===== src/rtl/expbus_mailbox_pkg.sv =====
// expbus_mailbox_pkg
// Shared constants for the expansion-port mailbox: register offsets,
// status/control bit positions, the idle bus value, and a status packer.
package expbus_mailbox_pkg;

  localparam logic REG_DATA = 1'b0;
  localparam logic REG_STAT = 1'b1;

  localparam int ST_RX_NE    = 0;
  localparam int ST_TX_NF    = 1;
  localparam int ST_RX_UNDER = 2;
  localparam int ST_TX_OVER  = 3;
  localparam int ST_IEN      = 6;
  localparam int ST_IRQ      = 7;

  localparam int CTL_IEN   = 0;
  localparam int CTL_CLR   = 4;
  localparam int CTL_FLUSH = 5;

  localparam logic [7:0] BUS_IDLE = 8'hFF;

  function automatic logic [7:0] pack_status(input logic rx_ne, input logic tx_nf,
                                             input logic rx_under, input logic tx_over,
                                             input logic ien, input logic irq_now);
    logic [7:0] s;
    s = 8'h00;
    s[ST_RX_NE]    = rx_ne;
    s[ST_TX_NF]    = tx_nf;
    s[ST_RX_UNDER] = rx_under;
    s[ST_TX_OVER]  = tx_over;
    s[ST_IEN]      = ien;
    s[ST_IRQ]      = irq_now;
    return s;
  endfunction

endpackage


===== src/rtl/expbus_fifo.sv =====
// expbus_fifo
// Synchronous byte FIFO, depth 2**AW. Flush has priority over push/pop.
// Ports:
//   clk, reset_n       clock, async active-low reset
//   push, din          write request and data (ignored when full)
//   pop, dout          read request (ignored when empty); dout is the head
//   flush              clears pointers and count
//   empty, full, count occupancy (count is AW+1 bits)
module expbus_fifo #(
  parameter int AW = 4
) (
  input  logic          clk,
  input  logic          reset_n,
  input  logic          push,
  input  logic          pop,
  input  logic          flush,
  input  logic [7:0]    din,
  output logic [7:0]    dout,
  output logic          empty,
  output logic          full,
  output logic [AW:0]   count
);

  localparam int DEPTH = 1 << AW;

  logic [7:0]    mem [DEPTH];
  logic [AW-1:0] wr_ptr;
  logic [AW-1:0] rd_ptr;
  logic          do_push;
  logic          do_pop;

  // count can only reach DEPTH, so its MSB alone marks full
  assign full    = count[AW];
  assign empty   = (count == '0);
  assign do_push = push & ~full & ~flush;
  assign do_pop  = pop & ~empty & ~flush;
  assign dout    = mem[rd_ptr];

  always_ff @(posedge clk) begin
    if (do_push) mem[wr_ptr] <= din;
  end

  always_ff @(posedge clk or negedge reset_n) begin
    if (!reset_n) begin
      wr_ptr <= '0;
      rd_ptr <= '0;
      count  <= '0;
    end else if (flush) begin
      wr_ptr <= '0;
      rd_ptr <= '0;
      count  <= '0;
    end else begin
      if (do_push) wr_ptr <= wr_ptr + 1'b1;
      if (do_pop)  rd_ptr <= rd_ptr + 1'b1;
      case ({do_push, do_pop})
        2'b10:   count <= count + 1'b1;
        2'b01:   count <= count - 1'b1;
        default: count <= count;
      endcase
    end
  end

endmodule


===== src/rtl/expbus_mailbox.sv =====
// expbus_mailbox
// Z80 expansion-port I/O mailbox. BASE_ADDR is the data register (RX pop on
// read, TX push on write); BASE_ADDR+1 is status (read) / control (write).
// Ports:
//   clk, reset_n              clock, async active-low reset
//   cpu_addr, cpu_dout        Z80 address and write data
//   iorq, rd, wr, m1          active-high bus strobes (iorq&m1 = INTA, ignored)
//   cpu_din                   read data, 8'hFF when not driving
//   irq                       level interrupt: irq_en & RX not empty
//   rx_data/rx_valid/rx_ready host-to-CPU stream
//   tx_data/tx_valid/tx_ready CPU-to-host stream
module expbus_mailbox
  import expbus_mailbox_pkg::*;
#(
  parameter logic [15:0] BASE_ADDR = 16'hFBD0,
  parameter int          FIFO_AW   = 4
) (
  input  logic        clk,
  input  logic        reset_n,
  input  logic [15:0] cpu_addr,
  input  logic [7:0]  cpu_dout,
  input  logic        iorq,
  input  logic        rd,
  input  logic        wr,
  input  logic        m1,
  output logic [7:0]  cpu_din,
  output logic        irq,
  input  logic [7:0]  rx_data,
  input  logic        rx_valid,
  output logic        rx_ready,
  output logic [7:0]  tx_data,
  output logic        tx_valid,
  input  logic        tx_ready
);

  logic             sel;
  logic             reg_sel;
  logic             io_rd;
  logic             io_wr;
  logic             io_rd_q;
  logic             io_wr_q;
  logic             rd_arm;
  logic             wr_arm;
  logic             rd_rise;
  logic             rd_fall;
  logic             wr_rise;
  logic             rd_pend;
  logic [7:0]       din_q;
  logic             rx_under;
  logic             tx_over;
  logic             irq_en;
  logic             flush;
  logic [7:0]       status;

  logic             rx_push;
  logic             rx_pop;
  logic [7:0]       rx_dout;
  logic             rx_empty;
  logic             rx_full;
  logic [FIFO_AW:0] rx_count;

  logic             tx_push;
  logic             tx_pop;
  logic             tx_empty;
  logic             tx_full;
  logic [FIFO_AW:0] tx_count;

  assign sel     = iorq & ~m1 & (cpu_addr[15:1] == BASE_ADDR[15:1]);
  assign reg_sel = cpu_addr[0];
  assign io_rd   = sel & rd;
  assign io_wr   = sel & wr;

  // The arm flags only set once the strobe has been seen low, so a strobe
  // already high when reset releases never counts as a rising edge.
  assign rd_rise = io_rd & ~io_rd_q & rd_arm;
  assign rd_fall = ~io_rd & io_rd_q;
  assign wr_rise = io_wr & ~io_wr_q & wr_arm;

  assign flush   = wr_rise & (reg_sel == REG_STAT) & cpu_dout[CTL_FLUSH];

  assign status  = pack_status(rx_count != '0, ~tx_count[FIFO_AW], rx_under, tx_over,
                               irq_en, irq);

  assign rx_ready = ~rx_full & ~flush;
  assign rx_push  = rx_valid & rx_ready;
  assign rx_pop   = rd_fall & rd_pend;

  assign tx_valid = ~tx_empty & ~flush;
  assign tx_pop   = tx_valid & tx_ready;
  assign tx_push  = wr_rise & (reg_sel == REG_DATA) & ~tx_full;

  assign cpu_din  = io_rd ? din_q : BUS_IDLE;

  always_ff @(posedge clk or negedge reset_n) begin
    if (!reset_n) begin
      io_rd_q  <= 1'b0;
      io_wr_q  <= 1'b0;
      rd_arm   <= 1'b0;
      wr_arm   <= 1'b0;
      rd_pend  <= 1'b0;
      din_q    <= BUS_IDLE;
      rx_under <= 1'b0;
      tx_over  <= 1'b0;
      irq_en   <= 1'b0;
      irq      <= 1'b0;
    end else begin
      io_rd_q <= io_rd;
      io_wr_q <= io_wr;
      if (!io_rd) rd_arm <= 1'b1;
      if (!io_wr) wr_arm <= 1'b1;

      if (rd_rise) begin
        if (reg_sel == REG_STAT) begin
          din_q <= status;
        end else if (rx_empty) begin
          din_q    <= BUS_IDLE;
          rx_under <= 1'b1;
        end else begin
          din_q   <= rx_dout;
          rd_pend <= 1'b1;
        end
      end else if (!io_rd) begin
        din_q <= BUS_IDLE;
      end

      if (rd_fall) rd_pend <= 1'b0;

      if (wr_rise) begin
        if (reg_sel == REG_DATA) begin
          if (tx_full) tx_over <= 1'b1;
        end else begin
          irq_en <= cpu_dout[CTL_IEN];
          if (cpu_dout[CTL_CLR]) begin
            rx_under <= 1'b0;
            tx_over  <= 1'b0;
          end
        end
      end

      irq <= irq_en & (rx_count != '0);
    end
  end

  expbus_fifo #(.AW(FIFO_AW)) u_rx_fifo (
    .clk     (clk),
    .reset_n (reset_n),
    .push    (rx_push),
    .pop     (rx_pop),
    .flush   (flush),
    .din     (rx_data),
    .dout    (rx_dout),
    .empty   (rx_empty),
    .full    (rx_full),
    .count   (rx_count)
  );

  expbus_fifo #(.AW(FIFO_AW)) u_tx_fifo (
    .clk     (clk),
    .reset_n (reset_n),
    .push    (tx_push),
    .pop     (tx_pop),
    .flush   (flush),
    .din     (cpu_dout),
    .dout    (tx_data),
    .empty   (tx_empty),
    .full    (tx_full),
    .count   (tx_count)
  );

endmodule


===== config.mk =====
export PLATFORM = sky130hd
export DESIGN_NAME = expbus_mailbox
export DESIGN_NICKNAME = d
export VERILOG_FILES = /design/src/rtl/expbus_mailbox_pkg.sv /design/src/rtl/expbus_fifo.sv /design/src/rtl/expbus_mailbox.sv
export SDC_FILE = /design/constraint.sdc
export NUM_CORES = 1
export LEC_CHECK = 0
export ABC_CLOCK_PERIOD_IN_PS = 3550
export CELL_PAD_IN_SITES_DETAIL_PLACEMENT = 0
export CELL_PAD_IN_SITES_GLOBAL_PLACEMENT = 1
export CORE_MARGIN = 2
export CORE_UTILIZATION = 52
export CTS_CLUSTER_SIZE = 14
export DETAILED_ROUTE_END_ITERATION = 10
export PLACE_DENSITY_LB_ADDON = 0.1
export SKIP_CTS_REPAIR_TIMING = 1
export SLEW_MARGIN = 0
export SYNTH_ARGS = -nofsm -noshare
export SYNTH_HDL_FRONTEND = slang
export SYNTH_SLANG_ARGS = --single-unit

===== constraint.sdc =====
create_clock -name clk -period 3.55 [get_ports clk]
set_input_delay 0.71 -clock clk [delete_from_list [all_inputs] [get_ports clk]]
set_output_delay 0.71 -clock clk [all_outputs]
set_load 0.01 [all_outputs]

==> metrics.md <==
| Metric | Value |
|---|---|
| Syn nets | `about 800` |
| CTS Sinks | `between 200 and 300` |
| Max Fclk | `approximately 280 MHz` |
| Max_cap viols | `0` |
| Diodes inserted | `0` |
| Count of cell types in the netlist | `58` |
| Relative slew slack | `0.354` |
| Sequential share of the synthesized area | `0.702` |
| Most common cell after layout, fill and taps aside | `edfxtp_1` |
| Gr usage total | `0.200` |
| CTS root buf | `clkbuf_16` |
| CTS tree | `built` |
| Async SR Flop Fraction | `0.144` |
| Max-slew violation count | `0` |
| Floorplan core area | `between 20,000 and 25,000 um2` |
| Overflow left after global routing | `0` |
| Run status | `completed` |
| RSZ-0062 raised after global routing | `true` |
| Utilization after layout | `0.627` |
| Die Ht | `159 um` |
| Fin crit period | `3.54 ns` |
| First-pass GRT wire length | `around 40,000 um` |
| Final worst slack | `~0.0065 ns` |
| P per Cell Area | `between 600 and 700 nW/um2` |
| Antenna viol nets, final | `0` |
| Worst Hold Class | `in -> async` |
| Worst-path fanout max | `18` |
| Mapped Cells | `741` |
| Maximum VDD drop | `roughly 460 uV` |
| Nets | `900` |
| Number of global-route vias before repair | `roughly 7k` |
| Area of the multi-input gates | `3500 um2` |
| Req. time, crit path | `roughly 2.8 ns` |
| Vias per cell | `around 5.7` |
| Number of flops mapped to enable cells by yosys | `~260` |
| Layout area overhead | `18.0%` |
| Mapped cell area | `around 13,000 um2` |
| Worst Reg2Reg Path Length in Cells | `11` |
| WL/cell | `21.0 um` |
| Final hold vios | `0` |
| DR vias | `6,712` |
| Seq cells post-synth | `299` |
| Startpoint types | `flip-flop` |
| CTS Buffer Depth | `3` |
| Die area | `~25,000 um2` |
| Main synth FF type | `edfxtp_1` |
| Fillers | `1,738` |
| Final WL | `~25,000 um` |
| Largest net degree at the start of global routing | `44` |
| Most frequent cells in the layout | `256 x edfxtp_1, 57 x clkdlybuf4s50_1, 54 x mux4_2, 46 x buf_4, 44 x nor2_1` |
| Worst Skew | `between 0.01 and 0.015 ns` |
| CP Class | `reg -> out` |
| Hpwl dp | `~17,000 um` |
| Post-Synth Simple-Gate Area | `0.0690` |
| Multiplexer share of the synthesized area | `0.127` |
| Avg Synthesized Cell Area | `around 17 um2` |
| Reg clk slew, reported paths | `approximately 0.060 ns` |
| Largest family of logic cells by synthesized area | `multiplexers` |
| DRC viols | `0` |
| Router iterations before antenna repair | `6` |
| GP Congestion | `around 0.80` |
| P_leak | `around 0.0051 uW` |
| Initial DRC count | `627` |
| Post-synthesis compound-gate area fraction | `0.0496` |
| CTS H-tree lvls | `1` |
| Crit. End Element | `output pin` |
| Initial Util | `0.531` |
| Post-Synth XOR/XNOR Area | `0.0148` |
| Synthesis Warnings | `0` |
| Initial antenna violation count | `0` |
| Final period util | `0.998` |
| Die X-Extent | `159 um` |
| Final setup vio count | `0` |
| Cell row count | `56` |
| IO Count | `59` |
| Skew-Pair Late Insertion Delay | `0.55 ns` |
| Post-Synth Adder-Cell Area | `0.0166` |
| Total CTS buffers | `30` |
| Worst Tran Pin Value | `about 0.97 ns` |
| Share of cells above drive strength 1 | `0.219` |
| Post-Place Worst Slack | `-0.0550 ns` |
| Reg area | `8780 um2` |
| Crit path DAT | `roughly 2.8 ns` |
| Port bufs | `58` |
synth_stat cells (all sizes together), types with 13 or more instances:
library cell / instances / area share
edfxtp: 256 / 0.61
mux4: 54 / 0.097
nor2: 45 / 0.014
dfrtp: 35 / 0.070
nand2: 31 / 0.0093
a21oi: 29 / 0.012
o21ai: 27 / 0.011
mux2i: 25 / 0.020
inv: 24 / 0.0072
clkbuf: 20 / 0.0060
buf: 17 / 0.0084
ha: 15 / 0.015
and2: 14 / 0.0072
nand3: 13 / 0.0062
per-stage QoR:
stage / cell area (um2) / setup TNS [ns] / power, uW / hold slack (ns) / instances
after detailed placement: 13700 / -0.0664 / 6030 / 0.448 / 1122
after floorplan: 12500 / 0 / 5300 / 0.414 / 741
after CTS: 14700 / -2.94 / 9160 / 0.340 / 1177
after global placement: 13700 / -0.00960 / 5990 / 0.443 / 1122
final: 14800 / 0 / 9150 / 0.315 / 1186
after global routing: 14800 / -0.175 / 9550 / 0.400 / 1186
worst max-delay path, stage by stage (launching register included):
cell and delay [ns]:
dfrtp_4 0.54, buf_4 0.17, buf_12 0.16, mux2i_1 0.12
a21oi_1 0.42, a22oi_1 0.19, nand2_1 0.14, clkdlybuf4s50_1 0.54
flip-flops by register name, summed over array words and instances, names as in the netlist, 5 cells and up:
| signal | cells |
|---|---|
| din_q | 8 |
| u_rx_fifo.count | 5 |
| u_rx_fifo.mem | 128 |
| u_tx_fifo.count | 5 |
| u_tx_fifo.mem | 128 |
power by group:
part | leakage (uW) | internal (uW) | switching (uW) | total [uW]
combinational | 0.00180 | 927 | 987 | 1910
sequential | 0.00280 | 3930 | 191 | 4120
clock | 0.000476 | 1870 | 1240 | 3110
total | 0.00508 | 6730 | 2420 | 9150
per-layer routing:
metal	routed length (um)	global-route usage	vias to the layer above
met5	0	0	-
met4	408	0.0455	0
met3	1370	0.0318	36
met2	11000	0.289	203
met1	12200	0.323	3381
li1	-	-	3092
kinds of logic (layout without fill, tap and decap cells):
group,after synthesis,in the layout
flops,299,299
simple gates,159,159
compound gates,98,98
mux,89,89
buf+inv,61,187
xor+xnor,19,19
fa+ha+maj,16,16
layout make-up:
type / instances / area share
clock buffer: 34 / 0.0533
clock inverter: 21 / 0.0135
inverter: 24 / 0.00611
multi-input combinational: 381 / 0.237
sequential: 299 / 0.595
tap: 319 / 0.0271
timing repair buffer: 108 / 0.0678
path summary, 6_finish.rpt:
kind	start	endpoint	slack, ns
max in group asynchronous	reset_n	u_tx_fifo.rd_ptr[0]$_DFFE_PN0P_	2.51
max reg2reg	u_rx_fifo.count[4]$_DFFE_PN0P_	u_rx_fifo.count[4]$_DFFE_PN0P_	0.69
min	reset_n	u_rx_fifo.count[2]$_DFFE_PN0P_	0.31
max	u_tx_fifo.rd_ptr[0]$_DFFE_PN0P_	tx_data[4]	0.007
min in group clk	wr_arm$_DFFE_PN0P_	wr_arm$_DFFE_PN0P_	0.47
min reg2reg	wr_arm$_DFFE_PN0P_	wr_arm$_DFFE_PN0P_	0.47
No activity file was read; power rests on OpenSTA's default activity.
